### src/rtl/seg7_mmss_display_pkg.sv
// Shared constants for the seven-segment display blocks: digit slots and
// active-low gfedcba segment patterns.
package seg7_mmss_display_pkg;
  localparam int NUM_DIGITS = 4;
  localparam int DP_DIGIT   = 2;
  localparam int DIG_S0     = 0;
  localparam int DIG_S1     = 1;
  localparam int DIG_M0     = 2;
  localparam int DIG_M1     = 3;

  localparam logic [6:0] SEG_0     = 7'b1000000;
  localparam logic [6:0] SEG_1     = 7'b1111001;
  localparam logic [6:0] SEG_2     = 7'b0100100;
  localparam logic [6:0] SEG_3     = 7'b0110000;
  localparam logic [6:0] SEG_4     = 7'b0011001;
  localparam logic [6:0] SEG_5     = 7'b0010010;
  localparam logic [6:0] SEG_6     = 7'b0000010;
  localparam logic [6:0] SEG_7     = 7'b1111000;
  localparam logic [6:0] SEG_8     = 7'b0000000;
  localparam logic [6:0] SEG_9     = 7'b0010000;
  localparam logic [6:0] SEG_BLANK = 7'b1111111;
endpackage

### src/rtl/seg7_mmss_display_bcd_to_seg7.sv
// BCD digit to active-low gfedcba segments; non-decimal codes blank the digit.
module bcd_to_seg7
  import seg7_mmss_display_pkg::*;
(
  input  logic [3:0] bcd_i,
  output logic [6:0] seg_o
);
  always_comb begin
    seg_o = SEG_BLANK;
    case (bcd_i)
      4'd0: seg_o = SEG_0;
      4'd1: seg_o = SEG_1;
      4'd2: seg_o = SEG_2;
      4'd3: seg_o = SEG_3;
      4'd4: seg_o = SEG_4;
      4'd5: seg_o = SEG_5;
      4'd6: seg_o = SEG_6;
      4'd7: seg_o = SEG_7;
      4'd8: seg_o = SEG_8;
      4'd9: seg_o = SEG_9;
      default: seg_o = SEG_BLANK;
    endcase
  end
endmodule

### src/rtl/seg7_mmss_display.sv
// Elapsed-time MM:SS counter driven by a 1 Hz data input, shown on a
// 4-digit multiplexed active-low seven-segment display.
module seg7_mmss_display
  import seg7_mmss_display_pkg::*;
#(
  parameter int REFRESH_COUNT = 99_999
) (
  input  logic       i_clk_100MHz,
  input  logic       i_rst,
  input  logic       i_clk_1Hz,
  input  logic       i_pause,
  output logic [6:0] o_seg,
  output logic       o_dp,
  output logic [3:0] o_an,
  output logic       o_tick
);
  localparam int RW = (REFRESH_COUNT > 0) ? $clog2(REFRESH_COUNT + 1) : 1;
  localparam logic [RW-1:0] REF_MAX = RW'(REFRESH_COUNT);

  logic          sync1_q, sync2_q, sync3_q;
  logic [3:0]    s0_q, s1_q, m0_q, m1_q;
  logic [3:0]    s0_d, s1_d, m0_d, m1_d;
  logic          tick_d;
  logic [RW-1:0] ref_q;
  logic [1:0]    idx_q;
  logic [3:0]    cur_digit;
  logic [6:0]    cur_seg;
  logic          rise;

  assign rise = sync2_q & ~sync3_q;

  // Ripple-carry through the four BCD digits on each counted second.
  always_comb begin
    s0_d   = s0_q;
    s1_d   = s1_q;
    m0_d   = m0_q;
    m1_d   = m1_q;
    tick_d = 1'b0;
    if (rise && !i_pause) begin
      tick_d = 1'b1;
      if (s0_q == 4'd9) begin
        s0_d = 4'd0;
        if (s1_q == 4'd5) begin
          s1_d = 4'd0;
          if (m0_q == 4'd9) begin
            m0_d = 4'd0;
            m1_d = (m1_q == 4'd5) ? 4'd0 : m1_q + 4'd1;
          end else begin
            m0_d = m0_q + 4'd1;
          end
        end else begin
          s1_d = s1_q + 4'd1;
        end
      end else begin
        s0_d = s0_q + 4'd1;
      end
    end
  end

  always_comb begin
    case (idx_q)
      2'(DIG_S0): cur_digit = s0_q;
      2'(DIG_S1): cur_digit = s1_q;
      2'(DIG_M0): cur_digit = m0_q;
      default:    cur_digit = m1_q;
    endcase
  end

  bcd_to_seg7 u_dec (
    .bcd_i (cur_digit),
    .seg_o (cur_seg)
  );

  always_ff @(posedge i_clk_100MHz) begin
    if (i_rst) begin
      sync1_q <= 1'b0;
      sync2_q <= 1'b0;
      sync3_q <= 1'b0;
      s0_q    <= 4'd0;
      s1_q    <= 4'd0;
      m0_q    <= 4'd0;
      m1_q    <= 4'd0;
      ref_q   <= '0;
      idx_q   <= 2'd0;
      o_tick  <= 1'b0;
      o_an    <= 4'b1110;
      o_seg   <= SEG_0;
      o_dp    <= 1'b1;
    end else begin
      sync1_q <= i_clk_1Hz;
      sync2_q <= sync1_q;
      sync3_q <= sync2_q;
      s0_q    <= s0_d;
      s1_q    <= s1_d;
      m0_q    <= m0_d;
      m1_q    <= m1_d;
      o_tick  <= tick_d;
      if (ref_q == REF_MAX) begin
        ref_q <= '0;
        idx_q <= idx_q + 2'd1;
      end else begin
        ref_q <= ref_q + RW'(1);
      end
      // Decimal point on the m0 slot stands in for the MM:SS colon.
      o_an  <= ~(4'b0001 << idx_q);
      o_seg <= cur_seg;
      o_dp  <= (idx_q != 2'(DP_DIGIT));
    end
  end
endmodule

### config.mk
export PLATFORM = sky130hd
export DESIGN_NAME = seg7_mmss_display
export DESIGN_NICKNAME = d
export VERILOG_FILES = /design/src/rtl/seg7_mmss_display_pkg.sv /design/src/rtl/seg7_mmss_display_bcd_to_seg7.sv /design/src/rtl/seg7_mmss_display.sv
export SDC_FILE = /design/constraint.sdc
export NUM_CORES = 1
export LEC_CHECK = 0
export BUFFER_PORTS_ARGS = -buffer_cell sky130_fd_sc_hd__buf_2
export CAP_MARGIN = 20
export CORE_ASPECT_RATIO = 1.4
export CORE_MARGIN = 2
export CORE_UTILIZATION = 59
export CTS_CLUSTER_DIAMETER = 150
export CTS_CLUSTER_SIZE = 40
export DETAILED_ROUTE_END_ITERATION = 10
export GPL_TIMING_DRIVEN = 0
export HOLD_SLACK_MARGIN = 0.02
export PLACE_DENSITY_LB_ADDON = 0.15
export RECOVER_POWER = 25
export SLEW_MARGIN = 20
export SYNTH_ARGS = -nofsm -noshare
export SYNTH_HDL_FRONTEND = slang
export SYNTH_SLANG_ARGS = --single-unit
export TNS_END_PERCENT = 100
### constraint.sdc
create_clock -name i_clk_100MHz -period 2.7 [get_ports i_clk_100MHz]
set_input_delay 0.27 -clock i_clk_100MHz [delete_from_list [all_inputs] [get_ports i_clk_100MHz]]
set_output_delay 0.27 -clock i_clk_100MHz [all_outputs]
set_load 0.01 [all_outputs]
==> flow_summary.toml <==
[logic_synthesis]
synth.avg_cell_area_um2 = 8.831
number_of_distinct_library_cells_after_synthesis = 40
synth_top_cells_by_area = "dfxtp_1 (44%), ha_1 (4.9%), a21oi_1 (4.4%), nor2_1 (3.9%), xor2_1 (3.8%)"
synth-async-reset-ratio_pct = 0
ys_seq_area_share_pct = 43.76
synth_top_cell_by_area = "dfxtp_1"
synth.top_cells.by_count = "dfxtp_1 (50), nor2_1 (24), a21oi_1 (20)"
synth.ff_latch_count = 50
synthesis.nets = 272
synth_edf_count = 0
netlist_instances = 259
ys_warn_count = 0
post-synth-top-count-cell = "dfxtp_1"
netlist.area_leader.share_pct = 43.76
ys_dominant_reg_cell = "dfxtp_1"
synth.cell_area_mm2 = 0.002287

[power_and_ir_drop]
vdd_ir_drop_max_mv = 0.4318
static-leakage-power_uw = 0.0008636
pwr_cell_area_mw_per_mm2 = 517.5

[finish]
final.fill_count = 301
multi_input_area_mm2 = 0.001180
synthToLayoutAreaGrowth_pct = 10.34
diodes = 0
design.final.nets = 295
drive_gt1_share_pct = 8.511
regArea_mm2 = 0.001001

[critical_path]
rr_startpoint = "idx_q[0]"
endpoint_kind = "flop"
rr_worst_depth = 8
setup.reg_to_reg.worst_slack_ns = 0.29
timing.critical_path.required_ns = 2.93
arrival_time_of_data_at_the_critical_path_endpoint_ns = 2.64
path_max_fanout = 6
r2r-end = "o_seg[2]"
nature_of_the_critical_path_startpoint = "flop"
timing.setup.critical_path_class = "reg -> reg"

[die]
floorplan.die.width_um = 56.62
floorplan.rows = 26
design.portCount = 17
die_area_mm2 = 0.004398
die_height_um = 77.67
core_region_area_mm2 = 0.003676
start_util_pct = 62.22

[outcome]
status = "finished, final reports clean"

[clock_network]
cts_root_buffer = "clkbuf_8"
ctsLongestPathBuffers = 2
cts_hold_buffers = 0
tritoncts = "built"
cts_resized = 0
clkTransAtPathRegs_ns = 0.09
clock_latency_ns = 0.30
clock_sinks = 50
cts_inserted_buffers = 5
cts_setup_buffers = 0
htreeDepth = 2

[sta]
finClkSkew_ns = 0.006598
final_clock_period_utilization_by_the_worst_path_pct = 89.21
finalSetupTns_ns = 0
worstMarginPinSlew_ns = 0.6796
grt_setup_unrepaired = "no"
report.final.hold_viol_count = 0
fmax_mhz = 415.2
fin_hold_ws_ns = 0.1967
finalSetupViolCount = 0
period_needed_ns = 2.409
timing_max_transition_violations_final = 0
slew-limit-headroom_pct = 53.39

[place]
numPortBuffers = 16
place.detailed.hpwl_um = 3078
gp_congestion = 0.8721

[detailed_routing]
route.detailed.vias_per_inst = 5.809
post-route-drc-count = 0
drt-total-wl_um = 4304
drt_pass1_iterations = 4
wl_per_cell_um = 13.28
via_count = 1882
drt.antenna.violating_nets = 0
initial_detailed_routing_violation_count = 89

[grt]
grt_pass1_vias = 1753
grt_usage_pct = 21.79
grt_pass1_wl_um = 7562
antenna_found_initial = 0
grt_max_degree = 15
grt_overflow = 0

[worst_hold_path]
hold_end = "sync1_q"
hold_start = "i_clk_1Hz"
min_delay_path_depth = 2
worst_hold_path_type = "in -> reg"

[flow_run]
max_cap_viol_count = 0
-- per-stage QoR --
stage | total power [uW] | instance area (um^2) | instances | utilization [%] | worst slack, ns
after floorplan | 790.5 | 2287 | 259 | - | 0.6253
after global placement | 803.3 | 2420 | 317 | 65.83 | 0.3716
after detailed placement | 804.3 | 2420 | 317 | 65.83 | 0.3248
after CTS | 1322 | 2532 | 324 | 68.89 | 0.3005
after global routing | 1350 | 2524 | 324 | 68.65 | 0.1105
final | 1306 | 2524 | 324 | 68.65 | 0.2913
-- state kept, by name, summed over array words and instances, names as in the netlist --
register,count
sync2_q,1
m1_q,4
ref_q,17
s0_q,4
sync1_q,1
idx_q,2
sync3_q,1
o_an,4
m0_q,4
s1_q,4
o_seg,7
o_tick,1
-- cells by family (layout without fill, tap and decap cells) --
kind of cell	Yosys count	in the layout	synth area share (%)
adders and majority gates	9	9	4.924
muxes	5	5	2.188
DFF	50	50	43.76
and+or+nand+nor	104	104	25.55
AOI/OAI and AO/OA	51	51	13.18
buffers and inverters	25	48	4.650
xor gates and xnor gates	15	15	5.744
-- worst max-delay path: stages (launching register included) --
cell and delay, ns:
dfxtp_1 0.43, inv_1 0.10, ha_1 0.26, a222oi_1 0.43, mux2i_1 0.24, inv_1 0.13
ha_1 0.16, or3b_2 0.44, a21oi_1 0.16
-- report_power, final --
part,internal (uW),total [uW],switching [uW],leakage [uW]
Combinational,12.9,35.7,22.9,0.000402
Clock,296,520,224,0.0000573
Sequential,744,750,5.51,0.000404
-- layer usage --
layer,global-route usage [%],up-vias,share of wire (%)
li1,-,968,-
met1,23.43,872,42
met2,39.42,34,52
met3,4.833,8,3.6
met4,10.24,0,2.1
met5,0,-,0
-- worst max path at each step --
stage	startpoint	to	slack (ns)	depth (start not counted)
after global routing	idx_q[0]	o_seg[2]	0.11	8
after global placement	idx_q[0]	o_seg[2]	0.37	8
after floorplan	idx_q[0]	o_seg[2]	0.63	6
after CTS	idx_q[0]	o_seg[2]	0.30	8
final	idx_q[0]	o_seg[2]	0.29	8
after detailed placement	idx_q[0]	o_seg[2]	0.32	8
-- area by class of cell --
type | instances | area share, %
clock inverter | 1 | 1.190
clock buffer | 6 | 3.272
multi-input combinational | 184 | 46.75
timing repair buffer | 16 | 2.826
sequential | 50 | 39.66
tap | 42 | 2.082
buffer | 11 | 2.132
inverter | 14 | 2.082
-- placed cells by master (no fill, tap or decap), types with 2 or more instances in the layout --
master,netlist,routed
a21oi_1,20,20
a222oi_1,4,4
a31oi_1,3,3
and3_1,4,4
and4_1,2,2
and4bb_2,2,2
buf_2,1,10
clkbuf_1,8,15
clkbuf_8,0,6
dfxtp_1,50,50
ha_1,9,9
inv_1,14,14
mux2i_1,5,5
nand2_1,17,17
nand2b_1,2,2
nand3_1,8,8
nand4_1,7,7
nand4bb_1,2,2
nor2_1,24,24
nor2b_1,7,7
nor3_1,3,3
nor3b_1,5,5
o21ai_0,15,15
o31ai_1,4,4
or3_1,10,10
or4_1,5,5
xnor2_1,5,5
xor2_1,10,10
(Power assumes the default switching activity.)
